**src/rtl/disp_pkg.sv**
```systemverilog
// Shared constants and encodings for the display scheduler slice.
// Latency: n/a (definitions only).
// Backpressure: n/a.
package disp_pkg;

    // Segment words are active-low, one byte per digit {dp,g,f,e,d,c,b,a}, digit 3 in the MSBs.
    localparam logic [31:0] SEG_BLANK = 32'hFFFF_FFFF;
    // "Err " : E = 8'h86, r = 8'hAF, blank = 8'hFF
    localparam logic [31:0] SEG_ERR   = 32'h86AF_AFFF;

    typedef enum logic [2:0] {
        ST_IDLE      = 3'd0,
        ST_GRANT     = 3'd1,
        ST_START     = 3'd2,
        ST_WAIT_BUSY = 3'd3,
        ST_WAIT_DONE = 3'd4
    } state_t;

    typedef enum logic {
        SRC_RESULT = 1'b0,
        SRC_ENTRY  = 1'b1
    } src_t;

endpackage

```
**src/rtl/display_scheduler_if.sv**
```systemverilog
// Bundle of source handshakes and display_out frame signals around the scheduler.
// Latency: n/a (wires only).
// Backpressure: sources hold req until ack; frames are paced by sending_data.
interface display_scheduler_if;
    logic        entry_req;
    logic [15:0] entry_bcd;
    logic        entry_ack;
    logic        result_req;
    logic [15:0] result_bcd;
    logic        result_err;
    logic        result_ack;
    logic        disp_start;
    logic [15:0] disp_bcd;
    logic [31:0] disp_seg;
    logic        disp_raw;
    logic        sending_data;
    logic        frame_done;
    logic        timeout_err;

    // Scheduler side
    modport master (
        input  entry_req, entry_bcd, result_req, result_bcd, result_err, sending_data,
        output entry_ack, result_ack, disp_start, disp_bcd, disp_seg, disp_raw,
               frame_done, timeout_err
    );

    // Sources and display_out side
    modport slave (
        output entry_req, entry_bcd, result_req, result_bcd, result_err, sending_data,
        input  entry_ack, result_ack, disp_start, disp_bcd, disp_seg, disp_raw,
               frame_done, timeout_err
    );
endinterface

```
**src/rtl/disp_rr_arbiter.sv**
```systemverilog
// Two-requester round-robin arbiter: picks result or entry, pulses the winner's ack.
// Latency: combinational grant/ack while grant_en is high; pointer updates on that edge.
// Backpressure: requesters hold req until their ack; losers simply stay pending.
module disp_rr_arbiter
    import disp_pkg::*;
(
    input  logic clk,
    input  logic reset,
    input  logic grant_en,
    input  logic result_req,
    input  logic entry_req,
    output logic result_ack,
    output logic entry_ack,
    output logic grant_vld,
    output src_t grant_src
);

    logic rr_ptr;   // 0 = result preferred on contention, 1 = entry preferred
    logic both_req;

    // Winner selection; the pointer only matters when both sources contend
    always_comb begin
        both_req  = result_req & entry_req;
        grant_vld = result_req | entry_req;
        if (both_req) begin
            grant_src = rr_ptr ? SRC_ENTRY : SRC_RESULT;
        end else if (entry_req) begin
            grant_src = SRC_ENTRY;
        end else begin
            grant_src = SRC_RESULT;
        end
        result_ack = grant_en & grant_vld & (grant_src == SRC_RESULT);
        entry_ack  = grant_en & grant_vld & (grant_src == SRC_ENTRY);
    end

    // Flip preference after a contended grant so the loser wins next time
    always_ff @(posedge clk) begin
        if (reset) begin
            rr_ptr <= 1'b0;
        end else if (grant_en && both_req) begin
            rr_ptr <= ~rr_ptr;
        end
    end

endmodule

```
**src/rtl/display_scheduler.sv**
```systemverilog
// Schedules display_out frames: arbitrates entry/result updates, refreshes, blinks errors, guards timeouts.
// Latency: req -> ack 1 cycle, ack -> disp_start 1 cycle; refresh every REFRESH_CYCLES idle cycles.
// Backpressure: one frame in flight; requests stay pending until the FSM returns to IDLE.
module display_scheduler
    import disp_pkg::*;
#(
    parameter int REFRESH_CYCLES = 50000,
    parameter int BLINK_FRAMES   = 8,
    parameter int TIMEOUT_CYCLES = 4096,
    parameter int START_WINDOW   = 2
)
(
    input  logic clk,
    input  logic reset,
    display_scheduler_if.master bus
);

    localparam int RW = $clog2(REFRESH_CYCLES + 1);
    localparam int TW = $clog2(TIMEOUT_CYCLES + START_WINDOW + 1);
    localparam int BW = $clog2(BLINK_FRAMES + 1);

    localparam logic [RW-1:0] REFRESH_LAST = RW'(REFRESH_CYCLES - 1);
    localparam logic [TW-1:0] TIMEOUT_LAST = TW'(TIMEOUT_CYCLES - 1);
    localparam logic [TW-1:0] WINDOW_LAST  = TW'(START_WINDOW - 1);
    localparam logic [BW-1:0] BLINK_LAST   = BW'(BLINK_FRAMES - 1);

    state_t          state, state_nxt;
    logic            grant_en, start_frame, done_ok, abort;
    logic [RW-1:0]   refresh_cnt;
    logic [TW-1:0]   tmr;
    logic [15:0]     shadow;
    logic            err_latched, blink_phase;
    logic [BW-1:0]   blink_cnt;
    logic            frame_done_q, timeout_err_q;
    logic            grant_vld, result_ack, entry_ack;
    src_t            grant_src;

    disp_rr_arbiter u_arb (
        .clk        (clk),
        .reset      (reset),
        .grant_en   (grant_en),
        .result_req (bus.result_req),
        .entry_req  (bus.entry_req),
        .result_ack (result_ack),
        .entry_ack  (entry_ack),
        .grant_vld  (grant_vld),
        .grant_src  (grant_src)
    );

    // FSM state register
    always_ff @(posedge clk) begin
        if (reset) begin
            state <= ST_IDLE;
        end else begin
            state <= state_nxt;
        end
    end

    // Next-state and per-state strobes; updates win over refresh, waits are bounded
    always_comb begin
        state_nxt   = state;
        grant_en    = 1'b0;
        start_frame = 1'b0;
        done_ok     = 1'b0;
        abort       = 1'b0;
        case (state)
            ST_IDLE: begin
                if (grant_vld) begin
                    state_nxt = ST_GRANT;
                end else if (refresh_cnt == REFRESH_LAST) begin
                    state_nxt = ST_START;
                end
            end
            ST_GRANT: begin
                grant_en  = 1'b1;
                state_nxt = ST_START;
            end
            ST_START: begin
                start_frame = 1'b1;
                state_nxt   = ST_WAIT_BUSY;
            end
            ST_WAIT_BUSY: begin
                if (bus.sending_data) begin
                    state_nxt = ST_WAIT_DONE;
                end else if (tmr == WINDOW_LAST) begin
                    abort     = 1'b1;
                    state_nxt = ST_IDLE;
                end
            end
            ST_WAIT_DONE: begin
                if (!bus.sending_data) begin
                    done_ok   = 1'b1;
                    state_nxt = ST_IDLE;
                end else if (tmr == TIMEOUT_LAST) begin
                    abort     = 1'b1;
                    state_nxt = ST_IDLE;
                end
            end
            default: state_nxt = ST_IDLE;
        endcase
    end

    // Refresh counter: starts at terminal so the first frame goes out right after reset
    always_ff @(posedge clk) begin
        if (reset) begin
            refresh_cnt <= REFRESH_LAST;
        end else if (state_nxt == ST_START) begin
            refresh_cnt <= '0;
        end else if (state == ST_IDLE && refresh_cnt != REFRESH_LAST) begin
            refresh_cnt <= refresh_cnt + 1'b1;
        end
    end

    // Wait timer shared by WAIT_BUSY and WAIT_DONE, restarted on every state change
    always_ff @(posedge clk) begin
        if (reset) begin
            tmr <= '0;
        end else if (state_nxt != state) begin
            tmr <= '0;
        end else if (state == ST_WAIT_BUSY || state == ST_WAIT_DONE) begin
            tmr <= tmr + 1'b1;
        end
    end

    // Shadow, error latch and blink state; shadow only moves in GRANT so frames stay stable
    always_ff @(posedge clk) begin
        if (reset) begin
            shadow      <= 16'h0000;
            err_latched <= 1'b0;
            blink_phase <= 1'b1;
            blink_cnt   <= '0;
        end else if (grant_en && grant_vld) begin
            if (grant_src == SRC_ENTRY) begin
                shadow      <= bus.entry_bcd;
                err_latched <= 1'b0;
            end else begin
                shadow      <= bus.result_bcd;
                err_latched <= bus.result_err;
                if (bus.result_err && !err_latched) begin
                    blink_phase <= 1'b1;
                    blink_cnt   <= '0;
                end
            end
        end else if (done_ok && err_latched) begin
            if (blink_cnt == BLINK_LAST) begin
                blink_cnt   <= '0;
                blink_phase <= ~blink_phase;
            end else begin
                blink_cnt <= blink_cnt + 1'b1;
            end
        end
    end

    // Completion pulse one cycle after busy drops; timeout flag is sticky until reset
    always_ff @(posedge clk) begin
        if (reset) begin
            frame_done_q  <= 1'b0;
            timeout_err_q <= 1'b0;
        end else begin
            frame_done_q <= done_ok;
            if (abort) begin
                timeout_err_q <= 1'b1;
            end
        end
    end

    assign bus.entry_ack   = entry_ack;
    assign bus.result_ack  = result_ack;
    assign bus.disp_start  = start_frame;
    assign bus.disp_bcd    = shadow;
    assign bus.disp_raw    = err_latched;
    assign bus.disp_seg    = (err_latched && blink_phase) ? SEG_ERR : SEG_BLANK;
    assign bus.frame_done  = frame_done_q;
    assign bus.timeout_err = timeout_err_q;

endmodule
```
**src/flat_wrapper.sv**
```systemverilog
// flat-port wrapper written by rule: the top's interface ports become plain ports
module display_scheduler_flat import disp_pkg::*;
#(
    parameter int REFRESH_CYCLES = 50000,
    parameter int BLINK_FRAMES   = 8,
    parameter int TIMEOUT_CYCLES = 4096,
    parameter int START_WINDOW   = 2
)
  (clk, reset, bus_entry_req, bus_entry_bcd, bus_result_req, bus_result_bcd, bus_result_err, bus_sending_data, bus_entry_ack, bus_result_ack, bus_disp_start, bus_disp_bcd, bus_disp_seg, bus_disp_raw, bus_frame_done, bus_timeout_err);
  display_scheduler_if bus_i ();
  input  logic clk;
  input  logic reset;
  input wire logic [$bits(bus_i.entry_req)-1:0] bus_entry_req;
  input wire logic [$bits(bus_i.entry_bcd)-1:0] bus_entry_bcd;
  input wire logic [$bits(bus_i.result_req)-1:0] bus_result_req;
  input wire logic [$bits(bus_i.result_bcd)-1:0] bus_result_bcd;
  input wire logic [$bits(bus_i.result_err)-1:0] bus_result_err;
  input wire logic [$bits(bus_i.sending_data)-1:0] bus_sending_data;
  output wire logic [$bits(bus_i.entry_ack)-1:0] bus_entry_ack;
  output wire logic [$bits(bus_i.result_ack)-1:0] bus_result_ack;
  output wire logic [$bits(bus_i.disp_start)-1:0] bus_disp_start;
  output wire logic [$bits(bus_i.disp_bcd)-1:0] bus_disp_bcd;
  output wire logic [$bits(bus_i.disp_seg)-1:0] bus_disp_seg;
  output wire logic [$bits(bus_i.disp_raw)-1:0] bus_disp_raw;
  output wire logic [$bits(bus_i.frame_done)-1:0] bus_frame_done;
  output wire logic [$bits(bus_i.timeout_err)-1:0] bus_timeout_err;
  assign bus_i.entry_req = bus_entry_req;
  assign bus_i.entry_bcd = bus_entry_bcd;
  assign bus_i.result_req = bus_result_req;
  assign bus_i.result_bcd = bus_result_bcd;
  assign bus_i.result_err = bus_result_err;
  assign bus_i.sending_data = bus_sending_data;
  assign bus_entry_ack = bus_i.entry_ack;
  assign bus_result_ack = bus_i.result_ack;
  assign bus_disp_start = bus_i.disp_start;
  assign bus_disp_bcd = bus_i.disp_bcd;
  assign bus_disp_seg = bus_i.disp_seg;
  assign bus_disp_raw = bus_i.disp_raw;
  assign bus_frame_done = bus_i.frame_done;
  assign bus_timeout_err = bus_i.timeout_err;
  display_scheduler #(.REFRESH_CYCLES(REFRESH_CYCLES), .BLINK_FRAMES(BLINK_FRAMES), .TIMEOUT_CYCLES(TIMEOUT_CYCLES), .START_WINDOW(START_WINDOW)) u_core (.clk(clk), .reset(reset), .bus(bus_i));
endmodule
```
**config.mk**
```make
export PLATFORM = sky130hd
export DESIGN_NAME = display_scheduler_flat
export DESIGN_NICKNAME = d
export VERILOG_FILES = /design/src/rtl/disp_pkg.sv /design/src/rtl/display_scheduler_if.sv /design/src/rtl/disp_rr_arbiter.sv /design/src/rtl/display_scheduler.sv /design/src/flat_wrapper.sv
export SDC_FILE = /design/constraint.sdc
export NUM_CORES = 1
export LEC_CHECK = 0
export CORE_ASPECT_RATIO = 0.75
export CORE_MARGIN = 1.5
export CORE_UTILIZATION = 50
export CTS_CLUSTER_DIAMETER = 80
export DETAILED_ROUTE_END_ITERATION = 10
export HOLD_SLACK_MARGIN = 0.08
export PLACE_DENSITY = 0.85
export SETUP_SLACK_MARGIN = 0.2
export SYNTH_ARGS = -nofsm -noshare
export SYNTH_HDL_FRONTEND = slang
export SYNTH_SLANG_ARGS = --single-unit
```
**constraint.sdc**
```tcl
create_clock -name clk -period 4.55 [get_ports clk]
set_clock_uncertainty 0.15 [all_clocks]
set_input_delay 0.91 -clock clk [delete_from_list [all_inputs] [get_ports clk]]
set_output_delay 0.91 -clock clk [all_outputs]
set_load 0.005 [all_outputs]
```
---- Word level (Yosys, flattened, before mapping) ----
Cells that the tools add are included.
storage, ports and cells
  latch bits .............................. 0
  register bits after elaboration ......... 57
  output and inout port bits .............. 54
  bits of input ports ..................... 38
  memory bits (read-only) ................. 0
  memory bits (writable) .................. 0
  memories kept ........................... 0
cells by class
  shift-type cells ........................ 0
  reductions and logical operators ........ 16
  multiply operators ...................... 0
  equal/unequal tests ..................... 13
  $lt $le $gt $ge ......................... 0
  bitwise logic cells ..................... 8
  add/sub/neg operators ................... 3
  multiplexer cells ....................... 34
  div/mod/pow operators ................... 0
operators with widths
  kind                   count
  $mux 16                3
  $mux 31                1
  $mux 4                 5
  $mux 3                 6
  $mux 1                 17
  $add 16x1->16 const B  1
  $eq 16x16->1 const B   1
  $ne 16x16->1 const B   1
  $pmux 3 s5             1
  $add 13x1->13 const B  1
  $eq 13x1->1 const B    1
  $eq 13x12->1 const B   1
  $eq 3x2->1 const B     3
  $logic_and 1x1->1      6
  $reduce_bool 2->1      3
  $add 4x1->4 const B    1
  $and 1x1->1            4
  $eq 4x3->1 const B     1
  $ne 2x2->1 const B     2
  $reduce_and 4->1       1
  $reduce_or 2->1        2
  $eq 3x1->1 const B     1
  $eq 3x3->1 const B     1
  $logic_not 3->1        1
  7 further kinds        9

---- Longest topological paths before layout ----
Gate-level depths: netlist of the first run.
  depth after elaboration ................. 6
  mapped depth ............................ 8
  depth with buffers taken out ............ 7

---- By module ----
From an unflattened synthesis of the first run, not the netlist that was laid out.
second synthesis, totals
  cells, all modules ...................... 344
  area total of the unflattened synthesis .. 2977.9 sq um
modules (own cells, without submodules)
  module             cells each  area an instance (sq um)  times used
  display_scheduler  333         2889.0                    1
  disp_rr_arbiter    11          88.8                      1

---- Worst setup path before layout of the first run ----
No wires, ideal clock.
  kind .................................... input port to output port
  start point ............................. in bus_entry_req
  end point ............................... out bus_result_ack
  buffers on the path ..................... 2
  setup slack ............................. 1.875 ns
  arrival time ............................ 1.615 ns
  data required time ...................... 3.490 ns
  cell stages on the path ................. 4
  cell sequence ........................... nand2_1 -> and3_1 -> clkbuf_1 -> clkbuf_1
on the way
  longest elaborated chain between the ends .. 4
  elaborated cells between the ends (all ways) .. 7
ends and longest elaborated chain
  what                                   line                                          text
  start, declared                        flat_wrapper.sv:13                            input wire logic [$bits(bus_i.entry_req)-1:0] bus_entry_req;
  $mux 1 or $and 1x1->1 (tied branches)  disp_rr_arbiter.sv:27, disp_rr_arbiter.sv:23
  $mux 1                                 disp_rr_arbiter.sv:25                         if (both_req) begin
  $not 1->1                              disp_rr_arbiter.sv:32                         result_ack = grant_en & grant_vld & (grant_src == SRC_RESULT);
  $and 1x1->1 (*)                        disp_rr_arbiter.sv:32
  end, declared                          flat_wrapper.sv:20                            output wire logic [$bits(bus_i.result_ack)-1:0] bus_result_ack;
Mark *: on every way between the ends. The rest lies on a longest branch, timed or not.

---- Final worst setup path of the first run ----
  start point ............................. in bus_result_req
  end point ............................... out bus_entry_ack
on the way
  longest elaborated chain between the ends .. 3
  elaborated cells between the ends (all ways) .. 5
ends and longest elaborated chain
  what                                       line                                          text
  start, declared                            flat_wrapper.sv:15                            input wire logic [$bits(bus_i.result_req)-1:0] bus_result_req;
  $or 1x1->1 or $and 1x1->1 (tied branches)  disp_rr_arbiter.sv:24, disp_rr_arbiter.sv:23
  $and 1x1->1 or $mux 1 (tied branches)      disp_rr_arbiter.sv:33, disp_rr_arbiter.sv:25
  $and 1x1->1 (*)                            disp_rr_arbiter.sv:33                         entry_ack = grant_en & grant_vld & (grant_src == SRC_ENTRY);
  end, declared                              flat_wrapper.sv:19                            output wire logic [$bits(bus_i.entry_ack)-1:0] bus_entry_ack;
Marked as above.

==> results.cfg, run 1 <==
[timing]
slew_headroom_pct = 43.7
period_needed_ns = 3.51
setup_tns_ns = 0
timing.fmax_mhz = 285
worst_pin_slew_ns = 0.839
grt_setup_unrepaired = false
report.final.slew_viol_count = 0
hold_viol_final = 0
period_share_pct = 77.2
final-setup-viol-count = 0

[die]
start_util_pct = 53.1
die_x_um = 91.2
die_y_um = 69.2
io_pins = 92
dieArea_um2 = 6310
fp.coreArea_um2 = 5500
fp-row-count = 23

[detailed_routing]
drtIter0Drc = 246
first_pass_iters = 6
ant_nets = 0
drc = 0
detail_route.wl_per_cell_um = 14.0
routed_wl_um = 6580
drt-vias-per-instance = 5.60
route.vias.total = 2637

[clocking]
clock_latency_ns = 0.33
path_clk_slew_ns = 0.06
cts_tree = built
cts-resized-gates = 0
cts_sinks = 57
hold_buffers = 0
htreeDepth = 3
cts_setup_buffers = 0
cts.path.max_buffers = 2
cts-root-buf = clkbuf_8
cts_made_buffers = 9

[finish]
final_nets = 436
final_common_cell = clkdlybuf4s50_1
final_util_pct = 66.3
fillers = 467
finalInstanceArea_um2 = 3640
area_growth_syn_to_layout_pct = 24.9
drive_gt1_share_pct = 5.56
layout_common_cells = 68 x clkdlybuf4s50_1, 57 x dfxtp_1, 53 x nor2_1
diodes = 0

[yosys]
async_reset_ff_share_pct = 0
synthDistinctLibCells = 48
ys_ff_latch = 57
ys_seq_area_share_pct = 39.1
ys.flop_type = dfxtp_1
syn_inst = 336
synth_edf_count = 0
syn_area_um2 = 2920
synth_warnings = 0
syn_area_per_cell_um2 = 8.69

[critical_path]
slowest_delay_ns = 0.54
cpLargestDelayFamily = buffers and inverters
crit_top_cell = clkdlybuf4s50_1
critPathRequiredTime_ns = 3.49
cp_cell_sequence = clkdlybuf4s50_1, nand2b_1, and3_1, buf_4, clkdlybuf4s50_1
worst-path-max-fanout = 19
path_class = in2out
end_kind = primary output
worst-path-buf-inv = 3
cpMaxStageDelayCell = clkdlybuf4s50_1
reg2reg_slack_ns = 1.67
arrival_ns = 2.45
startpoint_type = primary input

[power_and_ir_drop]
p_leak_nw = 1.30
power_density_nw_per_um2 = 418
vdd_ir_drop_max_uv = 238

[global_route]
antenna_found_initial = 0
first_global_vias = 2365
overflow = 0
gr-usage-all-layers_pct = 21.5
grt_max_degree = 31
grt_first_pass_wirelength_um = 10800

[placement]
place_congestion = 0.840
dpl-instance-area_um2 = 3490
dpl.hpwl_um = 4460
io_buffers = 68

[worst_hold_path]
hold_class = reg2reg

[run]
maxCapViolCount = 0

[run_status]
status = finished, final reports clean
[area by class of cell]
type	instances	area, um^2	share of cell area (%)
multi-input combinational	249	1530	42.0
sequential	57	1140	31.3
timing repair buffer	72	711	19.5
clock buffer	12	145	3.98
tap	75	93.8	2.57
inverter	5	18.8	0.515
clock inverter	1	5.00	0.137
[final timing paths]
check,start,endpoint,cells past startpoint
max,bus_result_req,bus_entry_ack,5
min,u_core.blink_cnt[1],u_core.blink_cnt[1],2
max reg2reg,u_core.refresh_cnt[4],u_core.tmr[6],5
min reg2reg,u_core.blink_cnt[1],u_core.blink_cnt[1],2
[power by group]
group	switching (mW)	internal [mW]
clock	0.176	0.202
sequential	0.0723	0.567
combinational	0.261	0.242
total	0.510	1.01
[cell usage after synthesis (all sizes together), types with 2 or more instances]
cell	number	area, um^2
nand4	7	43.8
nor4b	6	52.6
buf	40	285
o21ai	15	75.1
a21oi	9	45.0
nand3	7	35.0
o31ai	2	15.0
nand2	19	71.3
nor3b	5	47.5
and4	3	26.3
and3	8	50.1
nand3b	3	22.5
a22oi	2	15.0
nor3	12	60.1
a222oi	16	160
xor2	7	61.3
ha	4	50.1
xnor2	20	175
dfxtp	57	1140
inv	5	18.8
nand2b	5	31.3
nor4	6	52.6
nor2	53	199
or4b	2	23.8
clkbuf	7	26.3
[worst reg2reg max path, cell delays in order (launching register included)]
cell      delay [ns]
dfxtp_1         0.34
or4b_4          0.56
nor4_4          0.78
a311oi_1        0.24
o221ai_2        0.56
nor2_1          0.12
[cells by family (layout without fill, tap and decap cells)]
family,Yosys count,in the layout,share of synthesized area (%)
compound gates,52,52,13.2
xor+xnor,27,27,8.10
fa+ha+maj,4,4,1.71
buf+inv,52,90,11.3
flops,57,57,39.1
mux,1,1,0.343
other cells,1,23,0.128
simple gates,142,142,26.1
[state kept, by name (all words and copies together), names as in the netlist]
register / count
u_core.bus.disp_bcd: 16
u_core.refresh_cnt: 16
u_core.tmr: 13
u_core.blink_cnt: 4
u_core.state: 3
u_core.blink_phase: 1
u_core.bus.disp_raw: 1
u_core.bus.frame_done: 1
u_core.bus.timeout_err: 1
u_core.u_arb.rr_ptr: 1
[metal layers]
metal	track usage, %	wire length [um]	vias to the layer above
met2	32.6	2990	125
met5	0	0	-
met3	9.54	621	9
met1	27.0	2890	1233
li1	-	-	1270
met4	7.47	81	0
[stage by stage]
stage                     total power, mW  hold WS (ns)  cells  setup WS, ns
final                                1.52         0.327    471          1.04
after global routing                 1.61         0.339    471         0.982
after CTS                            1.52         0.328    471          1.04
after detailed placement             1.14         0.320    458          1.05
after global placement               1.12         0.308    458          1.09
after floorplan                     0.987         0.293    358          1.87
(Power assumes the default switching activity.)
==> run 2, diff against run 1 <==
--- a/config.mk
+++ b/config.mk
@@ -7,11 +7,11 @@
 export LEC_CHECK = 0
 export CORE_ASPECT_RATIO = 0.75
 export CORE_MARGIN = 1.5
-export CORE_UTILIZATION = 50
+export CORE_UTILIZATION = 47
 export CTS_CLUSTER_DIAMETER = 80
 export DETAILED_ROUTE_END_ITERATION = 10
 export HOLD_SLACK_MARGIN = 0.08
-export PLACE_DENSITY = 0.85
+export PLACE_DENSITY = 0.81
 export SETUP_SLACK_MARGIN = 0.2
 export SYNTH_ARGS = -nofsm -noshare
 export SYNTH_HDL_FRONTEND = slang
==> constraint.sdc (replaced) <==
create_clock -name clk -period 3.5 [get_ports clk]
set_clock_uncertainty 0.15 [all_clocks]
set_input_delay 0.7 -clock clk [delete_from_list [all_inputs] [get_ports clk]]
set_output_delay 0.7 -clock clk [all_outputs]
set_load 0.005 [all_outputs]
==> results.cfg, run 2 (synthesis gave the netlist of run 1 again) <==
[run_status]
status = finished, final reports clean

[die]
die_y_um = 71.3
dieArea_um2 = 6700
die_x_um = 94
fp.coreArea_um2 = 5920
io_pins = 92
fp-row-count = 24
start_util_pct = 49.3

[timing]
holdWs_ns = 0.337
hold_viol_final = 0
slew_headroom_pct = 57.9
report.final.slew_viol_count = 0
setup_tns_ns = 0
fin_ws_ns = 0.505
period_needed_ns = 3.00
final-setup-viol-count = 0
period_share_pct = 85.6
grt_setup_unrepaired = false
timing.fmax_mhz = 334
worst_pin_slew_ns = 0.631

[clocking]
cts-root-buf = clkbuf_8
cts-resized-gates = 0
path_clk_slew_ns = 0.06
hold_buffers = 0
htreeDepth = 3
cts_setup_buffers = 0
cts.path.max_buffers = 2
cts_tree = built
clock_latency_ns = 0.35
cts_made_buffers = 9
cts_sinks = 57

[power_and_ir_drop]
total_power_mw = 2.14
vdd_ir_drop_max_uv = 290
p_leak_nw = 1.33
power_density_nw_per_um2 = 577

[finish]
stdcell_count = 476
area_growth_syn_to_layout_pct = 26.9
drive_gt1_share_pct = 6.28
final_common_cell = clkdlybuf4s50_1
finalInstanceArea_um2 = 3700
fillers = 497
layout_common_cells = 68 x clkdlybuf4s50_1, 57 x dfxtp_1, 53 x nor2_1
final_util_pct = 62.6
final_nets = 437
diodes = 0

[critical_path]
end_kind = primary output
cpMaxStageDelayCell = clkdlybuf4s50_1
path_class = reg2out
worst-path-max-fanout = 11
arrival_ns = 2.15
cp_cell_sequence = nor3b_2, and3_1, clkdlybuf4s50_1
critPathRequiredTime_ns = 2.65
slowest_delay_ns = 0.53
startpoint_type = register

[placement]
dpl-instance-area_um2 = 3510
dp_slack_ns = 0.600
place_inst = 462
place_congestion = 0.805
io_buffers = 68
dpl.hpwl_um = 4850

[global_route]
grt_first_pass_wirelength_um = 11500
antenna_found_initial = 0
overflow = 0
grt_max_degree = 26
first_global_vias = 2413
gr-usage-all-layers_pct = 22.0

[detailed_routing]
routed_wl_um = 6840
drc = 0
wl_met3_um = 760
drt-vias-per-instance = 5.58
drtIter0Drc = 228
detail_route.wl_per_cell_um = 14.4
first_pass_iters = 10
ant_nets = 0
route.met2.wl_um = 3040
route.vias.total = 2656
wl_met1_um = 2970
highest_layer = met4

[worst_hold_path]
hold_class = reg2reg

[run]
maxCapViolCount = 0
-- run 2: changes by cell type in the layout (fill, tap and decap cells not counted), sizes merged --
| cell | previous run | this run |
|---|---|---|
| bufinv | 0 | 2 |
| buf | 4 | 5 |
| clkbuf | 12 | 10 |
| clkinv | 1 | 2 |
-- run 2: power breakdown --
group          switching [mW]  internal [mW]  total, mW
clock                   0.258          0.390      0.649
sequential             0.0961          0.737      0.833
combinational           0.333          0.320      0.653
-- run 2: area by class of cell --
class | count | area (um^2) | share of cell area (%)
clock inverter | 4 | 70.1 | 1.89
timing repair buffer | 73 | 718 | 19.4
multi-input combinational | 249 | 1530 | 41.3
clock buffer | 10 | 128 | 3.45
sequential | 57 | 1140 | 30.8
tap | 78 | 97.6 | 2.64
inverter | 5 | 18.8 | 0.507
-- run 2: path summary, 6_finish.rpt --
kind / startpoint / to / slack [ns] / depth (start not counted)
setup / recovery: u_core.state[0] / bus_entry_ack / 0.50 / 3
hold / removal: u_core.blink_cnt[1] / u_core.blink_cnt[1] / 0.34 / 2
setup reg to reg: u_core.state[0] / u_core.blink_cnt[0] / 1.01 / 5
hold reg to reg: u_core.blink_cnt[1] / u_core.blink_cnt[1] / 0.34 / 2
-- run 2: worst max-delay path, delay by kind of cell, from the launching register on --
kind                   cells  cell delay (ns)
buffers and inverters      1             0.53
DFF                        1             0.51
and+or+nand+nor            2             0.77
-- run 2: per-layer routing --
layer / global-route usage, % / vias up
li1: - / 1271
met1: 28.4 / 1258
met4: 8.29 / 0
met3: 10.1 / 8
met5: 0 / -
met2: 32.1 / 119
